==> src/rtl/pc_mem_unit_pkg.sv <==
// Shared encodings for the PC / memory sequencing unit: memory commands,
// next-PC select modes and the controller state enum.
package pc_mem_unit_pkg;

  localparam logic [1:0] CMD_NONE  = 2'b00;
  localparam logic [1:0] CMD_READ  = 2'b01;
  localparam logic [1:0] CMD_WRITE = 2'b10;

  localparam logic [1:0] SEL_NEXT = 2'd0;
  localparam logic [1:0] SEL_REL  = 2'd1;
  localparam logic [1:0] SEL_ABS  = 2'd2;
  localparam logic [1:0] SEL_HOLD = 2'd3;

  typedef enum logic [2:0] {
    ST_IDLE  = 3'd0,
    ST_FETCH = 3'd1,
    ST_EXEC  = 3'd2,
    ST_MEM   = 3'd3,
    ST_HALT  = 3'd4
  } state_t;

endpackage

==> src/rtl/pc_mem_unit_pc_next.sv <==
// Combinational next-PC generator; all arithmetic wraps modulo 2^ADDR_W.
module pc_next
  import pc_mem_unit_pkg::*;
#(
  parameter int ADDR_W = 9,
  parameter int DATA_W = 16
) (
  input  logic [ADDR_W-1:0] pc,
  input  logic [1:0]        sel,
  input  logic [DATA_W-1:0] off,
  input  logic [DATA_W-1:0] target,
  output logic [ADDR_W-1:0] next
);

  logic [ADDR_W-1:0] off_w;
  logic [ADDR_W-1:0] target_w;
  logic [ADDR_W-1:0] pc_inc;

  // Signed size cast sign-extends a narrow offset or truncates a wide one.
  assign off_w    = ADDR_W'($signed(off));
  assign target_w = ADDR_W'(target);
  assign pc_inc   = pc + ADDR_W'(1);

  always_comb begin
    next = pc;
    case (sel)
      SEL_NEXT: next = pc_inc;
      SEL_REL:  next = pc_inc + off_w;
      SEL_ABS:  next = target_w;
      default:  next = pc;
    endcase
  end

endmodule

==> src/rtl/pc_mem_unit.sv <==
// Fetch / execute sequencer sharing one memory port between instruction
// fetches and execute-stage data accesses.
module pc_mem_unit
  import pc_mem_unit_pkg::*;
#(
  parameter int ADDR_W   = 9,
  parameter int DATA_W   = 16,
  parameter int RESET_PC = 0
) (
  input  logic              clk,
  input  logic              reset,
  input  logic              start,
  output logic [1:0]        mem_cmd,
  output logic [ADDR_W-1:0] mem_addr,
  output logic [DATA_W-1:0] write_data,
  input  logic              mem_ready,
  input  logic [DATA_W-1:0] read_data,
  output logic [DATA_W-1:0] ir,
  output logic              ir_valid,
  output logic [ADDR_W-1:0] pc,
  input  logic              ex_req,
  input  logic              ex_we,
  input  logic [DATA_W-1:0] ex_addr,
  input  logic [DATA_W-1:0] ex_wdata,
  output logic              ex_done,
  output logic [DATA_W-1:0] ex_rdata,
  input  logic              pc_update,
  input  logic [1:0]        pc_sel,
  input  logic [DATA_W-1:0] pc_off,
  input  logic [DATA_W-1:0] pc_abs,
  input  logic              halt,
  output logic              halted,
  output logic [2:0]        fsm_state
);

  state_t            state, state_n;
  logic [ADDR_W-1:0] pc_nxt;
  logic [ADDR_W-1:0] lat_addr;
  logic [DATA_W-1:0] lat_data;
  logic              lat_we;

  pc_next #(.ADDR_W(ADDR_W), .DATA_W(DATA_W)) u_pc_next (
    .pc     (pc),
    .sel    (pc_sel),
    .off    (pc_off),
    .target (pc_abs),
    .next   (pc_nxt)
  );

  always_ff @(posedge clk or posedge reset) begin
    if (reset) begin
      state    <= ST_IDLE;
      pc       <= ADDR_W'(RESET_PC);
      ir       <= '0;
      ex_rdata <= '0;
      lat_addr <= '0;
      lat_data <= '0;
      lat_we   <= 1'b0;
      ex_done  <= 1'b0;
    end else begin
      state   <= state_n;
      ex_done <= (state == ST_MEM) && mem_ready;
      case (state)
        ST_FETCH: if (mem_ready) ir <= read_data;
        ST_EXEC: begin
          // A data request wins over a simultaneous retire; the retire is dropped.
          if (ex_req) begin
            lat_addr <= ADDR_W'(ex_addr);
            lat_data <= ex_wdata;
            lat_we   <= ex_we;
          end else if (pc_update) begin
            pc <= pc_nxt;
          end
        end
        ST_MEM: if (mem_ready && !lat_we) ex_rdata <= read_data;
        default: ;
      endcase
    end
  end

  always_comb begin
    state_n  = state;
    mem_cmd  = CMD_NONE;
    mem_addr = pc;
    case (state)
      ST_IDLE: if (start) state_n = ST_FETCH;
      ST_FETCH: begin
        mem_cmd = CMD_READ;
        if (mem_ready) state_n = ST_EXEC;
      end
      ST_EXEC: begin
        if (ex_req)         state_n = ST_MEM;
        else if (pc_update) state_n = halt ? ST_HALT : ST_FETCH;
      end
      ST_MEM: begin
        mem_cmd  = lat_we ? CMD_WRITE : CMD_READ;
        mem_addr = lat_addr;
        if (mem_ready) state_n = ST_EXEC;
      end
      default: state_n = state;
    endcase
  end

  assign write_data = lat_data;
  assign ir_valid   = (state == ST_EXEC);
  assign halted     = (state == ST_HALT);
  assign fsm_state  = state;

endmodule

==> config.mk <==
export PLATFORM = sky130hd
export DESIGN_NAME = pc_mem_unit
export DESIGN_NICKNAME = d
export VERILOG_FILES = /design/src/rtl/pc_mem_unit_pkg.sv /design/src/rtl/pc_mem_unit_pc_next.sv /design/src/rtl/pc_mem_unit.sv
export SDC_FILE = /design/constraint.sdc
export NUM_CORES = 1
export LEC_CHECK = 0
export ABC_AREA = 1
export BUFFER_PORTS_ARGS = -buffer_cell sky130_fd_sc_hd__clkbuf_2
export CORE_AREA = 2 2 85 95
export CTS_CLUSTER_DIAMETER = 150
export DETAILED_ROUTE_END_ITERATION = 12
export DIE_AREA = 0 0 87 97
export GPL_ROUTABILITY_DRIVEN = 1
export GPL_TIMING_DRIVEN = 0
export PLACE_DENSITY = 0.95
export SLEW_MARGIN = 20
export SYNTH_ARGS = -nofsm -noshare
export SYNTH_HDL_FRONTEND = slang
export SYNTH_SLANG_ARGS = --single-unit
==> constraint.sdc <==
create_clock -name clk -period 6.15 [get_ports clk]
set_clock_uncertainty 0.2 [all_clocks]
set_input_delay 0 -clock clk [delete_from_list [all_inputs] [get_ports clk]]
set_output_delay 0 -clock clk [all_outputs]
set_load 0.1 [all_outputs]
# ---- Word-level counts from Yosys, hierarchy flattened
# Index checks and enable logic that the tools add are counted.
dict set report classes {
  add_sub_neg 2
  eq_ne 9
  muxes 10
  bitwise_logic 1
  n_reduce_logical 13
}
# op count
set op_table {}
lappend op_table {{$pmux 9 s3} 1}
lappend op_table {{$mux 3} 5}
lappend op_table {{$add 9x1->9 const B} 1}
lappend op_table {{$add 9x9->9} 1}
lappend op_table {{$mux 9} 1}
lappend op_table {{$pmux 3 s3} 1}
lappend op_table {{$reduce_and 4->1} 2}
lappend op_table {{$eq 3x2->1 const B} 2}
lappend op_table {{$reduce_and 2->1} 3}
lappend op_table {{$reduce_bool 3->1} 2}
lappend op_table {{$pmux 2 s2} 1}
lappend op_table {{$eq 3x1->1 const B} 1}
lappend op_table {{$eq 3x3->1 const B} 1}
lappend op_table {{$logic_not 3->1} 1}
lappend op_table {{$ne 3x1->1 const B} 1}
lappend op_table {{$eq 2x1->1 const B} 1}
lappend op_table {{$eq 2x2->1 const B} 1}
lappend op_table {{$logic_and 1x1->1} 2}
lappend op_table {{$logic_not 2->1} 1}
lappend op_table {{$mux 2} 1}
lappend op_table {{$ne 2x1->1 const B} 1}
lappend op_table {{$ne 2x2->1 const B} 1}
lappend op_table {{$reduce_or 2->1} 1}
lappend op_table {{$logic_not 1->1} 1}
lappend op_table {{$not 1->1} 1}
dict set report totals {
  reg_bits 71
  in_bits 90
  output_inout_bits 74
  wordCells 43
}

# ---- Longest topological paths before layout
dict set report logic_depth {
  depth_word 4
  depth_mapped 19
  ltp_nobuf 19
}

# ---- Hierarchy
# From an unflattened synthesis, not the netlist that was laid out.
dict set report hier_totals {
  cells_unflattened 480
  area_unflattened_um2 3822.4
}
# module instances cells_per_inst area_each_um2 seq_area_each_um2
set modules_own_cells {}
lappend modules_own_cells {pc_mem_unit 1 332 2971.6 1776.7}
lappend modules_own_cells {pc_next 1 148 850.8 0.0}

# ---- Worst setup path before layout
# OpenSTA, ideal clock, no wires.
dict set report synth_path {
  path_type {register -> output}
  startpoint {register state[2] (netlist: fsm_state[2])}
  endpoint {output mem_addr[0]}
  arrival_time_ns 3.515
  required_time_ns 5.950
  setup_slack_ns 2.435
  stages_incl_launch_ff 6
  path_buffers 1
  path_cell_list {dfrtp_1 > nor2_4 > inv_2 > nor2_8 > clkbuf_1 > o21ai_0}
}
dict set report synth_between {
  elab_chain_len 2
}
# item line
set synth_lines {}
lappend synth_lines {{from (decl)} pc_mem_unit.sv:36} ;# state_t state, state_n;
lappend synth_lines {{from (signal assigned)} pc_mem_unit.sv:61} ;# state <= state_n;
lappend synth_lines {{$eq 3x2->1} pc_mem_unit.sv:85} ;# case (state)
lappend synth_lines {{$mux 9} pc_mem_unit.sv:85}
lappend synth_lines {{to (decl)} pc_mem_unit.sv:14} ;# output logic [ADDR_W-1:0] mem_addr,
# No other way between the ends.

# ---- Final worst setup path
dict set report layout_path {
  startpoint {register pc[0]}
  endpoint {register pc[7]}
}
dict set report layout_between {
  elab_chain_len 3
}
# item line
set layout_lines {}
lappend layout_lines {{from (decl)} pc_mem_unit.sv:20} ;# output logic [ADDR_W-1:0] pc,
lappend layout_lines {{from (signal assigned)} pc_mem_unit.sv:53} ;# pc <= ADDR_W'(RESET_PC);
lappend layout_lines {{from (signal assigned)} pc_mem_unit.sv:72} ;# pc <= pc_nxt;
lappend layout_lines {{$add 9x1->9 *} pc_mem_unit_pc_next.sv:22} ;# assign pc_inc = pc + ADDR_W'(1);
lappend layout_lines {{$add 9x9->9} pc_mem_unit_pc_next.sv:28} ;# SEL_REL: next = pc_inc + off_w;
lappend layout_lines {{$pmux 9 s3 *} pc_mem_unit_pc_next.sv:26} ;# case (sel)
# Mark *: on every way between the ends. The rest lies on a longest branch, timed or not.
# A chain may end at the register's enable or synchronous reset.

==> flow_metrics.tcl <==
set metrics [dict create \
    cts_tree "done" \
    synth-compound-area-share 0.124 \
    nNetsFinal 794 \
    regArea_mm2 0.00178 \
    syn_area_per_cell_um2 7.89 \
    io_buffers 142 \
    placedCellCount 699 \
    via_count 4010 \
    p_leak_nw 3.03 \
    setup_viol 0 \
    switching_share 0.341 \
    r2r_slack_ns 2.43 \
    grt_use_total 0.301 \
    final_cell_mix "182 x nand2_1, 142 x clkbuf_2, 71 x dfrtp_1, 68 x dlygate4sd3_1, 54 x inv_1" \
    cp_max_fo 6 \
    seqPwrFrac 0.445 \
    yosysSeqAreaShare 0.480 \
    r2r_start "pc[0]$_DFFE_PP0P_" \
    fin_crit_ns 3.72 \
    outcome "completed" \
    critPathArrivalTime_ns 3.75 \
    hold_violations 0 \
    mostFrequentLayoutCell "nand2_1" \
    synth_simple_gate_area_share 0.248 \
    clockRootBuffer "clkbuf_8" \
    area_growth_pct 46.1 \
    cp.required_ns 6.18 \
    wire_per_inst_um 15.4 \
    fmax_mhz 268 \
    antenna_found_initial 0 \
    ys_types 28 \
    rsz0062_at_grt "no" \
    first_global_vias 4333 \
    finalNonFillerCells 783 \
    rr_worst_depth 14 \
    final_util 0.731 \
    num_antenna_cells 0 \
    drv_cap 0 \
    syn_nets 572 \
    coreArea_mm2 0.00739 \
    holdCritPathClass "primary input to register" \
    power.share.combinational 0.252 \
    place.gp.congestion 0.922 \
    power.switching_w 0.000374 \
    tightest_slew_ns 0.581 \
    fin_crit_sh 0.606 \
    yosys.area.top_type "dfrtp_1" \
    synth_top_cell_area_share 0.480 \
    viasPerCell 5.12 \
    hp-start "ex_req" \
    synth_top_family_by_area "simple AND/OR/NAND/NOR gates" \
    tns_ns 0 \
    clk_pin_slew_ns 0.08 \
    synth-seq-cells 71 \
    detail_route.iter0.violations 187 \
    multiInputGateArea_mm2 0.00158 \
    critPathLaunchType "register" \
    peakVddDrop_mv 0.164 \
    synth_xor_area_frac 0.00947 \
    ios 164 \
    end_kind "register" \
    grt_pass1_wl_um 20000 \
    synthAdderAreaFrac 0.0460 \
    clk_latency_ns 0.34 \
    die_w_um 87 \
    timing.rr.end "pc[7]$_DFFE_PP0P_" \
    drive_above_1_share 0.272 \
    fillerInstances 514 \
    stdcell_area_mm2 0.00540 \
    cellInternalPower_w 0.000722 \
    hpwl_um 7630 \
    clockBufferDepth 2 \
    power_density_mw_per_mm2 203 \
    htree_levels 3 \
    power.share.clock 0.302 \
    syn_area_mm2 0.00370 \
    grt_max_degree 61 \
    dieArea_mm2 0.00844 \
    yosysWarnings 0 \
    rows 33 \
    drv_slew 0 \
    synth_mux_area_frac 0 \
    dr.pass1.iters 5 \
    drcViolationCount 0 \
    start_util 0.500 \
    routed_wl_um 12100 \
    critPathKind "register to register" \
    die_y_um 97 \
    numCtsBuffers 9 \
    postPlaceCellArea_mm2 0.00455 \
    whs_path_depth 6 \
    holdPathEnd "lat_addr[8]$_DFFE_PP0P_" \
    slew-limit-headroom 0.614 \
    cts.sinks 71 \
    drt.antenna.violating_nets 0 \
    synthCells 469 \
    synth.area.top_cells "dfrtp_1 48%, nand2_1 18%, inv_1 5.6%" \
    grt.overflow.total 0 \
]
## cell usage after synthesis, drive strengths merged
cell type    n
nand2      184
dfrtp       71
inv         60
o21ai       57
nand3       18
nor2        18
a21oi       16
ha          12
clkbuf       9
buf          7
xor2         4
nand3b       3
o211ai       3
a22o         1
clkinv       1
fa           1
nor3         1
o21a         1
o21bai       1
o31ai        1
## metrics by stage
step	total power, W	hold slack, ns	setup slack (ns)
after floorplan	0.000673	-0.0834	2.43
after global placement	0.000727	-0.000924	3.44
after detailed placement	0.000735	-0.282	3.56
after CTS	0.00109	0.000444	2.46
after global routing	0.00115	0.0548	2.19
final	0.00110	0.0135	2.43
## critical path: stages (launching register included)
cell and delay, ns:
dfrtp_1 0.40, ha_1 0.20, nand2_1 0.08, nor2_1 0.30, xor2_1 0.23, ha_1 0.32
a21oi_1 0.26, o21a_1 0.17, nand3b_1 0.08, nand3_1 0.08, nand2_1 0.07, nand2_1 0.06
dlygate4sd3_1 0.55, nand2_1 0.05, dlygate4sd3_1 0.55
## what timing repair did
action                    CTS  global route
hold endpoints to repair  142             0
hold buffers               68             0
buffers inserted            0             0
resized for setup           0             0
## area by class of cell
cell class	count	share of cell area
Tap cell	87	0.0201
Clock inverter	6	0.00672
Timing Repair Buffer	211	0.263
Clock buffer	10	0.0255
Sequential cell	71	0.329
Inverter	61	0.0431
Buffer	16	0.0201
Multi-Input combinational cell	321	0.293
## power groups by stage
stage | clock, W | combinational (W) | sequential (W)
3_5_place_dp | 0 | 0.000239 | 0.000496
5_1_grt | 0.000358 | 0.000301 | 0.000489
2_1_floorplan | 0 | 0.000115 | 0.000558
6_report | 0.000331 | 0.000277 | 0.000488
3_3_place_gp | 0 | 0.000231 | 0.000496
4_1_cts | 0.000332 | 0.000272 | 0.000487
## worst max path at each step
stage | startpoint | end | slack, ns | depth (start not counted)
after floorplan | fsm_state[2]$_DFFE_PP0P_ | mem_addr[0] | 2.43 | 5
after global placement | reset | fsm_state[2]$_DFFE_PP0P_ | 3.44 | 2
after detailed placement | pc[0]$_DFFE_PP0P_ | pc[7]$_DFFE_PP0P_ | 3.56 | 12
after CTS | pc[0]$_DFFE_PP0P_ | pc[7]$_DFFE_PP0P_ | 2.46 | 14
after global routing | pc[0]$_DFFE_PP0P_ | pc[8]$_DFFE_PP0P_ | 2.19 | 20
final | pc[0]$_DFFE_PP0P_ | pc[7]$_DFFE_PP0P_ | 2.43 | 14
## routing by layer
layer / global-route usage / vias up / wire [um]
met5: 0 / - / 0
met4: 0.157 / 0 / 493
met3: 0.0597 / 50 / 756
met2: 0.517 / 177 / 6250
met1: 0.348 / 1872 / 4600
li1: - / 1911 / -
## sequential cells by signal (all words and copies together), names as in the netlist
name	cells
ex_rdata	16
ir	16
write_data	16
lat_addr	9
pc	9
fsm_state	3
ex_done	1
lat_we	1
## kinds of logic after synthesis
kind of cell	Yosys count
xor+xnor	4
buf+inv	77
compound gates	80
simple gates	224
fa+ha+maj	13
flops	71
No activity file was read; power rests on OpenSTA's default activity.
